**config.mk**
```make
export PLATFORM = sky130hd
export DESIGN_NAME = timer_pit_wdog_ctl_flat
export DESIGN_NICKNAME = d
export VERILOG_FILES = /design/src/rtl/timer_pit_wdog_ctl_if.sv /design/src/rtl/timer_pit_wdog_ctl.sv /design/src/flat_wrapper.sv
export SDC_FILE = /design/constraint.sdc
export NUM_CORES = 1
export LEC_CHECK = 0
export ABC_CLOCK_PERIOD_IN_PS = 2100
export CAP_MARGIN = 10
export CORE_ASPECT_RATIO = 1.75
export CORE_MARGIN = 2
export CORE_UTILIZATION = 45
export DETAILED_ROUTE_END_ITERATION = 10
export PLACE_DENSITY = 0.76
export SLEW_MARGIN = 10
export SYNTH_ARGS = -nofsm -noshare
export SYNTH_HDL_FRONTEND = slang
export SYNTH_SLANG_ARGS = --single-unit
```
**constraint.sdc**
```tcl
create_clock -name CB -period 2.1 [get_ports CB]
set_input_delay 0.42 -clock CB [delete_from_list [all_inputs] [get_ports CB]]
set_output_delay 0.42 -clock CB [all_outputs]
set_load 0.005 [all_outputs]
```
**src/rtl/timer_pit_wdog_ctl_if.sv**
```systemverilog
// SPR write path into the timer sequencer. It carries the mtSPR PIT strobe
// with its data and the TSR write-1-to-clear strobes.
interface timer_pit_wdog_ctl_if #(
  parameter int PIT_WIDTH = 32
);
  logic                 mtPit;
  logic [PIT_WIDTH-1:0] sprData;
  logic [3:0]           tsrClr;

  modport master (output mtPit, output sprData, output tsrClr);
  modport slave  (input  mtPit, input  sprData, input  tsrClr);
endinterface

```
**src/rtl/timer_pit_wdog_ctl.sv**
```systemverilog
// Event-timer sequencer: the PIT decrementer with auto-reload, the two-stage
// watchdog and the TSR status bits that raise interrupt and reset requests.
module timer_pit_wdog_ctl #(
  parameter int PIT_WIDTH = 32,
  parameter int RST_PULSE = 16
) (
  input  logic                 CB,
  input  logic                 resetCore,
  input  logic                 timerTic,
  input  logic                 freezeTimersNEG,
  input  logic [3:0]           tbTap,
  input  logic [1:0]           tcrWp,
  input  logic [1:0]           tcrWrc,
  input  logic                 tcrWie,
  input  logic                 tcrPie,
  input  logic                 tcrAre,
  timer_pit_wdog_ctl_if.slave  sprBus,
  output logic [PIT_WIDTH-1:0] pitL2,
  output logic                 tsrEnw,
  output logic                 tsrWis,
  output logic                 tsrPis,
  output logic [1:0]           tsrWrs,
  output logic                 pitIrq,
  output logic                 wdIrq,
  output logic [1:0]           wdRstReq
);

  localparam int CNT_W = (RST_PULSE > 1) ? $clog2(RST_PULSE) : 1;

  // Watchdog state is literally {ENW, WIS}; each bit is also a clearable TSR bit.
  typedef enum logic [1:0] {
    WD_IDLE     = 2'b00,
    WD_WIS_ONLY = 2'b01,
    WD_ENW      = 2'b10,
    WD_BOTH     = 2'b11
  } wdState_t;

  wdState_t             wdState;
  logic [PIT_WIDTH-1:0] pitReload;
  logic [3:0]           tapPrev;
  logic [CNT_W-1:0]     pulseCnt;
  logic                 pitDec;
  logic                 pitExpire;
  logic                 wdEvent;
  logic                 pulseActive;
  logic                 enwNext;
  logic                 wisNext;
  logic                 rstFire;

  always_comb begin
    pitDec      = timerTic & freezeTimersNEG & (pitL2 != '0) & ~sprBus.mtPit;
    pitExpire   = pitDec & (pitL2 == PIT_WIDTH'(1));
    wdEvent     = tbTap[tcrWp] & ~tapPrev[tcrWp];
    pulseActive = (wdRstReq != 2'b00);
  end

  // A watchdog set event overrides a coincident clear of the same bit.
  always_comb begin
    enwNext = tsrEnw & ~sprBus.tsrClr[3];
    wisNext = tsrWis & ~sprBus.tsrClr[2];
    rstFire = 1'b0;
    if (wdEvent && !pulseActive) begin
      case (wdState)
        WD_IDLE, WD_WIS_ONLY: enwNext = 1'b1;
        WD_ENW:               wisNext = 1'b1;
        WD_BOTH:              rstFire = (tcrWrc != 2'b00);
        default:              rstFire = 1'b0;
      endcase
    end
  end

  always_ff @(posedge CB) begin
    if (resetCore) begin
      pitL2     <= '0;
      pitReload <= '0;
      tsrPis    <= 1'b0;
      tapPrev   <= tbTap;
    end else begin
      tapPrev <= tbTap;
      if (sprBus.mtPit) begin
        pitL2     <= sprBus.sprData;
        pitReload <= sprBus.sprData;
      end else if (pitDec) begin
        pitL2 <= (pitExpire && tcrAre) ? pitReload : pitL2 - PIT_WIDTH'(1);
      end
      if (pitExpire) begin
        tsrPis <= 1'b1;
      end else if (sprBus.tsrClr[1]) begin
        tsrPis <= 1'b0;
      end
    end
  end

  // The reset pulse runs for RST_PULSE cycles: load RST_PULSE-1, drop wdRstReq after hitting 0.
  always_ff @(posedge CB) begin
    if (resetCore) begin
      wdState  <= WD_IDLE;
      tsrWrs   <= 2'b00;
      wdRstReq <= 2'b00;
      pulseCnt <= '0;
    end else begin
      wdState <= wdState_t'({enwNext, wisNext});
      if (rstFire) begin
        tsrWrs   <= tcrWrc;
        wdRstReq <= tcrWrc;
        pulseCnt <= CNT_W'(RST_PULSE - 1);
      end else begin
        if (sprBus.tsrClr[0]) begin
          tsrWrs <= 2'b00;
        end
        if (pulseActive) begin
          if (pulseCnt != '0) begin
            pulseCnt <= pulseCnt - CNT_W'(1);
          end else begin
            wdRstReq <= 2'b00;
          end
        end
      end
    end
  end

  assign tsrEnw = wdState[1];
  assign tsrWis = wdState[0];
  assign pitIrq = tsrPis & tcrPie;
  assign wdIrq  = tsrWis & tcrWie;

endmodule

```
**src/flat_wrapper.sv**
```systemverilog
// flat-port wrapper written by rule: the top's interface ports become plain ports
module timer_pit_wdog_ctl_flat 
#(
  parameter int PIT_WIDTH = 32,
  parameter int RST_PULSE = 16
)
  (CB, resetCore, timerTic, freezeTimersNEG, tbTap, tcrWp, tcrWrc, tcrWie, tcrPie, tcrAre, pitL2, tsrEnw, tsrWis, tsrPis, tsrWrs, pitIrq, wdIrq, wdRstReq, sprBus_mtPit, sprBus_sprData, sprBus_tsrClr);
  timer_pit_wdog_ctl_if #(.PIT_WIDTH(PIT_WIDTH)) sprBus_i ();
  input  logic CB;
  input  logic resetCore;
  input  logic timerTic;
  input  logic freezeTimersNEG;
  input  logic [3:0] tbTap;
  input  logic [1:0] tcrWp;
  input  logic [1:0] tcrWrc;
  input  logic tcrWie;
  input  logic tcrPie;
  input  logic tcrAre;
  output logic [PIT_WIDTH-1:0] pitL2;
  output logic tsrEnw;
  output logic tsrWis;
  output logic tsrPis;
  output logic [1:0] tsrWrs;
  output logic pitIrq;
  output logic wdIrq;
  output logic [1:0] wdRstReq;
  input wire logic [$bits(sprBus_i.mtPit)-1:0] sprBus_mtPit;
  input wire logic [$bits(sprBus_i.sprData)-1:0] sprBus_sprData;
  input wire logic [$bits(sprBus_i.tsrClr)-1:0] sprBus_tsrClr;
  assign sprBus_i.mtPit = sprBus_mtPit;
  assign sprBus_i.sprData = sprBus_sprData;
  assign sprBus_i.tsrClr = sprBus_tsrClr;
  timer_pit_wdog_ctl #(.PIT_WIDTH(PIT_WIDTH), .RST_PULSE(RST_PULSE)) u_core (.CB(CB), .resetCore(resetCore), .timerTic(timerTic), .freezeTimersNEG(freezeTimersNEG), .tbTap(tbTap), .tcrWp(tcrWp), .tcrWrc(tcrWrc), .tcrWie(tcrWie), .tcrPie(tcrPie), .tcrAre(tcrAre), .sprBus(sprBus_i), .pitL2(pitL2), .tsrEnw(tsrEnw), .tsrWis(tsrWis), .tsrPis(tsrPis), .tsrWrs(tsrWrs), .pitIrq(pitIrq), .wdIrq(wdIrq), .wdRstReq(wdRstReq));
endmodule
```
==> results.md, run 1 <==
* Met1 Track Usage GR at 0.2831
* Core Footprint at 0.008671 mm^2
* Fill count at 612
* Initial Utilization at 0.4622
* Peak supply drop at 0.4924 mV
* Post-synth EDFFs at 0
* CTS tree: built
* GR Overflow Total at 0
* Tightest Pin Transition at 583.8 ps
* Die area at 0.009706 mm^2
* Sequential share of power at 0.377
* Clock Tree Root: clkbuf_16
* Status: finished, violations left
* DP Area at 0.005595 mm^2
* Unique masters post-synth at 62
* Arrival @ worst endpoint at 2560 ps
* Pre-CTS setup slack at -524.0 ps
* Post-synth top area share at 0.3946
* Primary FF master, synth: dfxtp_1
* Clock transition at the registers of the reported paths at 60 ps
* IO Pins at 93
* Unrepaired setup endpoints after global routing: true
* Cell leakage power at 2.479 nW
* Drt drc at 0
* Sink Count at 79
* Final clock skew at 7.600 ps
* Tightest Hold Check Type: reg2reg
* Final Cell Area at 0.006487 mm^2
* Total Nets Final at 716
* CP required at 2360 ps
* Largest net degree at the start of global routing at 30
* Vias per Instance at 6.020
* Clock power frac at 0.353
* Final Hold Vio Count at 0
* GP Congestion at 0.8627
* Clock buffers created by TritonCTS at 9
* Post-route ant nets at 0
* Pwr Density at 677.0 mW/mm^2
* Drt first pass iters at 7
* Syn nets at 552
* GR peak layer: met2
* Routed len/inst at 18.98 um
* GR Layer Usage met2 at 0.5125
* Area contributors post-synth: dfxtp_1, nand2_1, a21oi_1
* Synth Cell Area at 0.004008 mm^2
* Kind of critical path: reg2reg
* Min cycle time layout at 2299 ps
* Initial antenna violation count at 0
* Normalized max-slew margin at 0.6108
* Vias in the first global route at 4362
* I/O Buffers at 92
* CTS max path bufs at 2
* Synthesized area per cell at 8.080 um^2
* Comb power frac at 0.270
* Critical path capture point type: flip-flop
* N_diodes at 0
* Number of synthesis warnings at 0
* Max-cap violations at 0
* Vias at 4708
* Sequential-to-total area share from yosys stat at 0.3946
* Worst setup SP type: flip-flop
* Net Sw Frac at 0.2906
* Met3 Use GR at 0.04699
* Die Y at 128.8 um
* Period utilisation layout at 1.095
* Switching pwr at 1.276 mW
* Violated checks: negative setup slack
* FFs w/ async S/R, synth at 0
* Post-Route WL at 14.84 mm
* Post-layout util at 0.7482
* #FFs+latches synth at 79
* Area leader, netlist: dfxtp_1
* Area Growth Syn to Fin at 61.88%
* CP Max Fanout at 8
* Synthesized netlist cell count at 496
* Internal cell power at 3.116 mW
* Worst skew pair latency at 340 ps
* Total power at 4.392 mW
* Global-route wire length before repair at 20.54 mm
* Initial DRC count at 421
* Pins Over Slew Limit at 0
* Total global-route track usage at 0.2756
* Endpoints failing setup at 32
* Layout cells sized above 1 at 0.2917
* H-Tree Depth at 3
* Site Rows at 45
* Die width at 75.34 um
* DP HPWL at 9.356 mm
* Final worst slack at -199.1 ps
* Maximum operating frequency at 0.4349 GHz
==> path summary, 6_finish.rpt <==
check	slack, ps	cells after the start	endpoint	from
worst max-delay path	-200	8	u_core.pitL2[14]	u_core.pitL2[13]
worst min register to register	470	2	u_core.pitReload[12]	u_core.pitReload[12]
worst min-delay path	470	2	u_core.pitReload[12]	u_core.pitReload[12]
worst max register to register	-200	8	u_core.pitL2[14]	u_core.pitL2[13]
==> critical path, stage by stage, from the launching register on <==
cell and delay, ps:
dfxtp_2 320, or4_4 560, nor4_4 220, buf_4 180, nand4_1 170, buf_6 220, buf_12 130, a21o_1 160
a311oi_2 250
==> what timing repair did <==
| action | CTS | global route |
|---|---|---|
| setup buffers | 3 | 7 |
| resized for setup | 32 | 58 |
| endpoints found under the setup margin | 36 | 36 |
| hold buffers | 0 | 0 |
| pin swaps | 11 | 22 |
| cloned | 1 | 6 |
==> registers in the layout, indices dropped and copies added (netlist names) <==
name and cells:
u_core.pulseCnt 4, u_core.tsrPis 1, u_core.pitReload 32, u_core.tsrWrs 2, u_core.wdState 2, u_core.pitL2 32, u_core.wdRstReq 2, u_core.tapPrev 4
==> cell usage in the layout, fill, tap and decap left out, drive strengths merged, types with 15 or more instances in the layout <==
master | netlist | layout
a21oi | 47 | 47
a311oi | 18 | 18
buf | 17 | 92
clkdlybuf4s50 | 0 | 90
dfxtp | 79 | 79
inv | 18 | 18
nand2 | 76 | 76
nor2 | 47 | 49
nor3 | 17 | 17
o211ai | 15 | 15
o21ai | 17 | 17
==> layer usage <==
metal	part of all wire	vias up
li1	-	2146
met3	0.051	62
met4	0.045	0
met1	0.35	2254
met2	0.55	246
met5	0	-
==> final cells by class <==
type	count	area, um^2	share of cell area
clock buffers	11	232.7	0.03587
clock inverters	5	58.81	0.009065
inverters	18	67.56	0.01041
multi-input cells	367	2640	0.4069
flip-flops and latches	79	1589	0.2449
well taps	117	146.4	0.02257
repair buffers	185	1753	0.2702
==> cell families after synthesis <==
kind of cell	share of synthesized area
adders and majority gates	0.01249
buffers and inverters	0.05838
AOI/OAI and AO/OA	0.2476
and+or+nand+nor	0.2379
xor gates and xnor gates	0.02623
muxes	0.02279
DFF	0.3946
==> synth_stat cells (all sizes together), types with 2 or more instances <==
cell     number
a2111oi       3
o21ai        17
ha            4
o21a          3
a21o          4
a31oi        12
o31ai         4
xor2          5
a211oi        2
or2           3
o32ai         8
nor3b         4
nor4          8
o41ai         2
o2bb2ai       2
nand3b        2
nand4         2
clkbuf       18
a311oi       18
or3           7
nor2         47
nand3         8
xnor2         7
a22o          2
o211ai       15
nand2        76
a21oi        47
buf          17
mux2i         8
nor3         17
or4           5
and3          4
dfxtp        79
inv          18
and2          2
nand2b        3
==> through the flow <==
| stage | hold WS (ps) | instances | setup TNS (ps) |
|---|---|---|---|
| final | 468.7 | 782 | -4840 |
| after floorplan | 442.2 | 496 | -24.12 |
| after detailed placement | 456.9 | 749 | -17390 |
| after global routing | 498.0 | 782 | -6225 |
| after CTS | 466.5 | 769 | -2460 |
| after global placement | 450.0 | 749 | -12260 |
==> power groups by stage <==
stage               Combinational [mW]  Clock [mW]  Sequential (mW)
CTS                               1.05        1.55             1.65
finish                            1.19        1.55             1.66
global route                      1.26        1.61             1.66
detailed placement               0.996           0             1.68
floorplan                        0.470           0             1.71
global placement                 0.968           0             1.68
Power figures use the tool's default switching activity.
==> run 2: changes to the inputs <==
--- a/config.mk
+++ b/config.mk
@@ -10,6 +10,7 @@
 export CORE_ASPECT_RATIO = 1.75
 export CORE_MARGIN = 2
 export CORE_UTILIZATION = 45
+export CTS_CLUSTER_SIZE = 30
 export DETAILED_ROUTE_END_ITERATION = 10
 export PLACE_DENSITY = 0.76
 export SLEW_MARGIN = 10
==> results of run 2 <==
No change in the layout: final DEF, timing and power equal those of run 1.
==> variant 1 (flow settings as in run 2) <==
`RST_PULSE` is set to 16 in 2 places; all go to 32.
--- a/src/rtl/timer_pit_wdog_ctl.sv
+++ b/src/rtl/timer_pit_wdog_ctl.sv
@@ -4,3 +4,3 @@
   parameter int PIT_WIDTH = 32,
-  parameter int RST_PULSE = 16
+  parameter int RST_PULSE = 32
 ) (
--- a/src/flat_wrapper.sv
+++ b/src/flat_wrapper.sv
@@ -4,3 +4,3 @@
   parameter int PIT_WIDTH = 32,
-  parameter int RST_PULSE = 16
+  parameter int RST_PULSE = 32
 )
Formal check against the unedited RTL: no difference found for any inputs over 4 cycles, from zero or initial values and one cycle with resetCore high; that may be too few to reach the edited logic, so the function may still have changed.
==> variant 1 against run 2 <==
- the flow still finishes with violations (setup timing)
- critical path depth stayed put
- area after synthesis is 0.56% higher
- first-iteration DRC count is 24% lower
- setup slack worse by 0.076 ns
- non-clock buffer count is 4 higher
- routed wire length is 7.6% lower
- clock skew is 0.0028 ns lower
- power is 4.0% higher
- sequential cell count is 1 higher
- cell area hardly changed
==> variant 1: results (changes against run 2) <==
Fin Setup TNS -6.275 ns (-1.435 ns); count of non-CTS buffers in the layout 189 (+2.2%); DR iter-0 viols 321 (-24%); hold path endpoint u_core.pitReload[23]; status finished, violations left; post-CTS sizing 57 (+78%); fin worst setup slack -0.2752 ns (-0.07604 ns); wl on met1 5022 um (-3.9%); slowest stage cell, crit path or4b_4; met2 usage 49.87% (-1.4 points); final std cells w/o fill 767 (-1.9%); FF/Latch Area 0.001613 sq mm (+1.5%); # setup viols final 32 (unchanged); Psw 1.181 mW (-7.5%); GR Layer Usage met1 30.50% (+2.2 points); Critical Path Max Stage Delay 0.50 ns (-0.06 ns); worst hold path class input port to register; Clock Network Area Fraction 5.279% (+0.79 points); Critical Path Fanout Max 15 (+7); Reg-to-Reg End u_core.pitL2[2]; buffering overhead 26.86% (-0.16 points); DR WL/cell 17.88 um (-5.8%); Worst slew margin 53.10% (-8.0 points); Max VDD drop 0.4810 mV (-2.3%); failing checks setup timing; crit path DAT 2.64 ns (+0.08 ns); most frequent cells after synthesis dfxtp_1 (80), nand2_1 (68), nor2_1 (44), a21oi_1 (32), o21ai_0 (31); hpwl dp 9152 um (-2.2%); Post-Syn Nets 535 (-3.1%); clock skew 0.004823 ns (-0.002777 ns); GPL Wtd Cong 0.8583 (-0.51%); Post-layout nets 704 (-1.7%); Hold WS 0.4207 ns (-0.04797 ns); setup slack after placement -0.5177 ns (+0.006251 ns); vias per inst 5.863 (-2.6%)
## variant 1: cell types whose count changed in the layout (fill, tap and decap cells not counted), sizes merged, moves of 13 or more
cell    before  now
a32o         0   14
a31oi       13    0
o211ai      15    2
o21ai       17   31
a311oi      18    1
a21oi       47   32
## variant 1: logic make-up (layout without fill, tap and decap cells)
kind of cell,Yosys count,count (layout),share of synthesized area [%]
and+or+nand+nor,194,194,25.52
AOI/OAI and AO/OA,123,123,21.14
DFF,80,80,39.74
buffers and inverters,43,215,4.346
muxes,17,17,4.222
xor gates and xnor gates,16,16,3.477
adders and majority gates,5,5,1.552
## variant 1: power groups by stage
stage | combinational (mW) | clock, mW | sequential [mW]
floorplan | 0.405 | 0 | 1.71
global placement | 0.886 | 0 | 1.68
detailed placement | 0.906 | 0 | 1.69
CTS | 0.986 | 1.82 | 1.66
global route | 1.15 | 1.90 | 1.67
finish | 1.07 | 1.83 | 1.67
==> variant 2 (flow settings as in run 2) <==
Made on the original files. Reset style: asynchronous (`resetCore`), changed in one clocked block.
--- a/src/rtl/timer_pit_wdog_ctl.sv
+++ b/src/rtl/timer_pit_wdog_ctl.sv
@@ -94,3 +94,3 @@
   // The reset pulse runs for RST_PULSE cycles: load RST_PULSE-1, drop wdRstReq after hitting 0.
-  always_ff @(posedge CB) begin
+  always_ff @(posedge CB or posedge resetCore) begin
     if (resetCore) begin
Check against the original RTL: differs if resetCore is asserted again (counterexample within 4 cycles, from zero or initial values and one cycle with resetCore high); with resetCore held inactive, the same outputs for 10 cycles.
==> variant 2 against run 2 <==
- the flow still finishes with violations (setup timing)
- sequential power up 9%
- critical path depth did not move
- via count is 1.8% higher
- synthesized cell count up 0.81%
- cell area grew 0.87%
- area after synthesis is 1.5% higher
- count of clock-buffer cells in the layout stayed put
- sequential cell count did not move
- setup slack worse by 0.14 ns
- routed wire length up 2.8%
- clock skew grew 0.0019 ns
- power grew 13%
- largest power group unchanged
==> variant 2: results (changes against run 2) <==
sequential share of the synthesized area 40.12% (+0.66 points); Post-synth ARST share 12.66% (+13 points); synth unique cells 56 (-9.7%); Critical Path Fanout Max 10 (+2); Hold WS 0.1992 ns (-0.2696 ns); clock skew 0.009457 ns (+0.001857 ns); Total Routing Usage GR 31.00% (+3.4 points); slowest stage cell, crit path or4_4; GPL Wtd Cong 0.9066 (+5.1%); Longest Clk Path Bufs 2 (unchanged); Pleak 2.756 nW (+11%); total number of vias 4,793 (+1.8%); Worst Setup SP u_core.pitL2[11]; worst hold path class input port to asynchronous set/reset pin; CTS Root Cell clkbuf_16; DP Cell Count 763 (+1.9%); most frequent cells after synthesis nor2_1 (81), dfxtp_1 (69), nand2_1 (65), a21oi_1 (27), nor3_1 (24); Synth area leaders dfxtp_1 (34%), nor2_1 (7.5%), dfrtp_1 (6.2%); Initial DRT Pass Iterations 5 (-2); vias per inst 6.029 (+0.14%); fin worst setup slack -0.3379 ns (-0.1388 ns); hpwl dp 9702 um (+3.7%); status finished, violations left; pin count of the biggest net entering global routing 59 (+97%); first-pass GRT wire length 23,160 um (+13%); failing checks setup timing; share of cells above drive strength 1 26.70% (-2.5 points); Max VDD drop 0.5619 mV (+14%); # setup viols final 32 (unchanged); Fin Setup TNS -8.178 ns (-3.338 ns); crit path DAT 2.68 ns (+0.12 ns); placed instance area 0.005777 sq mm (+3.2%); top cell type's share of synthesized area 33.97% (-5.5 points); Post-layout nets 729 (+1.8%); worst-margin pin slew 0.6933 ns (+0.1095 ns)
variant 2: metal layers:
layer  share of wire [%]  routed length [um]  GRT usage (%)  vias up
li1                    -                   -              -     2157
met1                  35                5360          33.14     2263
met2                  52                7904          53.25      294
met3                 7.0                1061          6.641       79
met4                 6.1                 923          19.50        0
met5                   0                   0              0        -
variant 2: repair_timing:
action,in CTS,in global routing
pin swaps,16,16
resized for setup,35,28
setup endpoints to repair,38,37
buffers inserted,9,3
cloned,4,0
endpoints found under the hold margin,0,0
variant 2: area by class of cell:
type / count / area [sq um]
multi-input cells: 366 / 2485
fillers: 597 / 2183
repair buffers: 196 / 1861
flip-flops and latches: 79 / 1640
clock buffers: 11 / 252.7
well taps: 117 / 146.4
clock inverters: 5 / 80.08
inverters: 21 / 78.83
variant 2: power by group:
group	total [mW]	internal (mW)	switching [mW]	leakage (nW)
sequential	1.81	1.67	0.137	0.700
combinational	1.43	0.744	0.687	1.90
clock	1.75	1.10	0.643	0.158
variant 2: kinds of logic after synthesis:
logic type / Yosys count / synth area share (%)
muxes: 20 / 4.923
buffers and inverters: 55 / 5.784
adders and majority gates: 4 / 1.231
DFF: 79 / 40.12
AOI/OAI and AO/OA: 105 / 19.32
xor gates and xnor gates: 13 / 2.800
and+or+nand+nor: 224 / 25.82
variant 2: worst max-delay path by stage:
stage                       endpoint  slack (ns)  depth (start not counted)
finish              u_core.pitL2[14]       -0.34                          8
global route         u_core.pitL2[3]       -0.55                         11
CTS                  u_core.pitL2[3]       -0.31                          8
detailed placement  u_core.tsrWrs[0]       -0.48                          8
global placement    u_core.tsrWrs[0]       -0.41                          8
floorplan           u_core.pitL2[13]       -0.08                          7
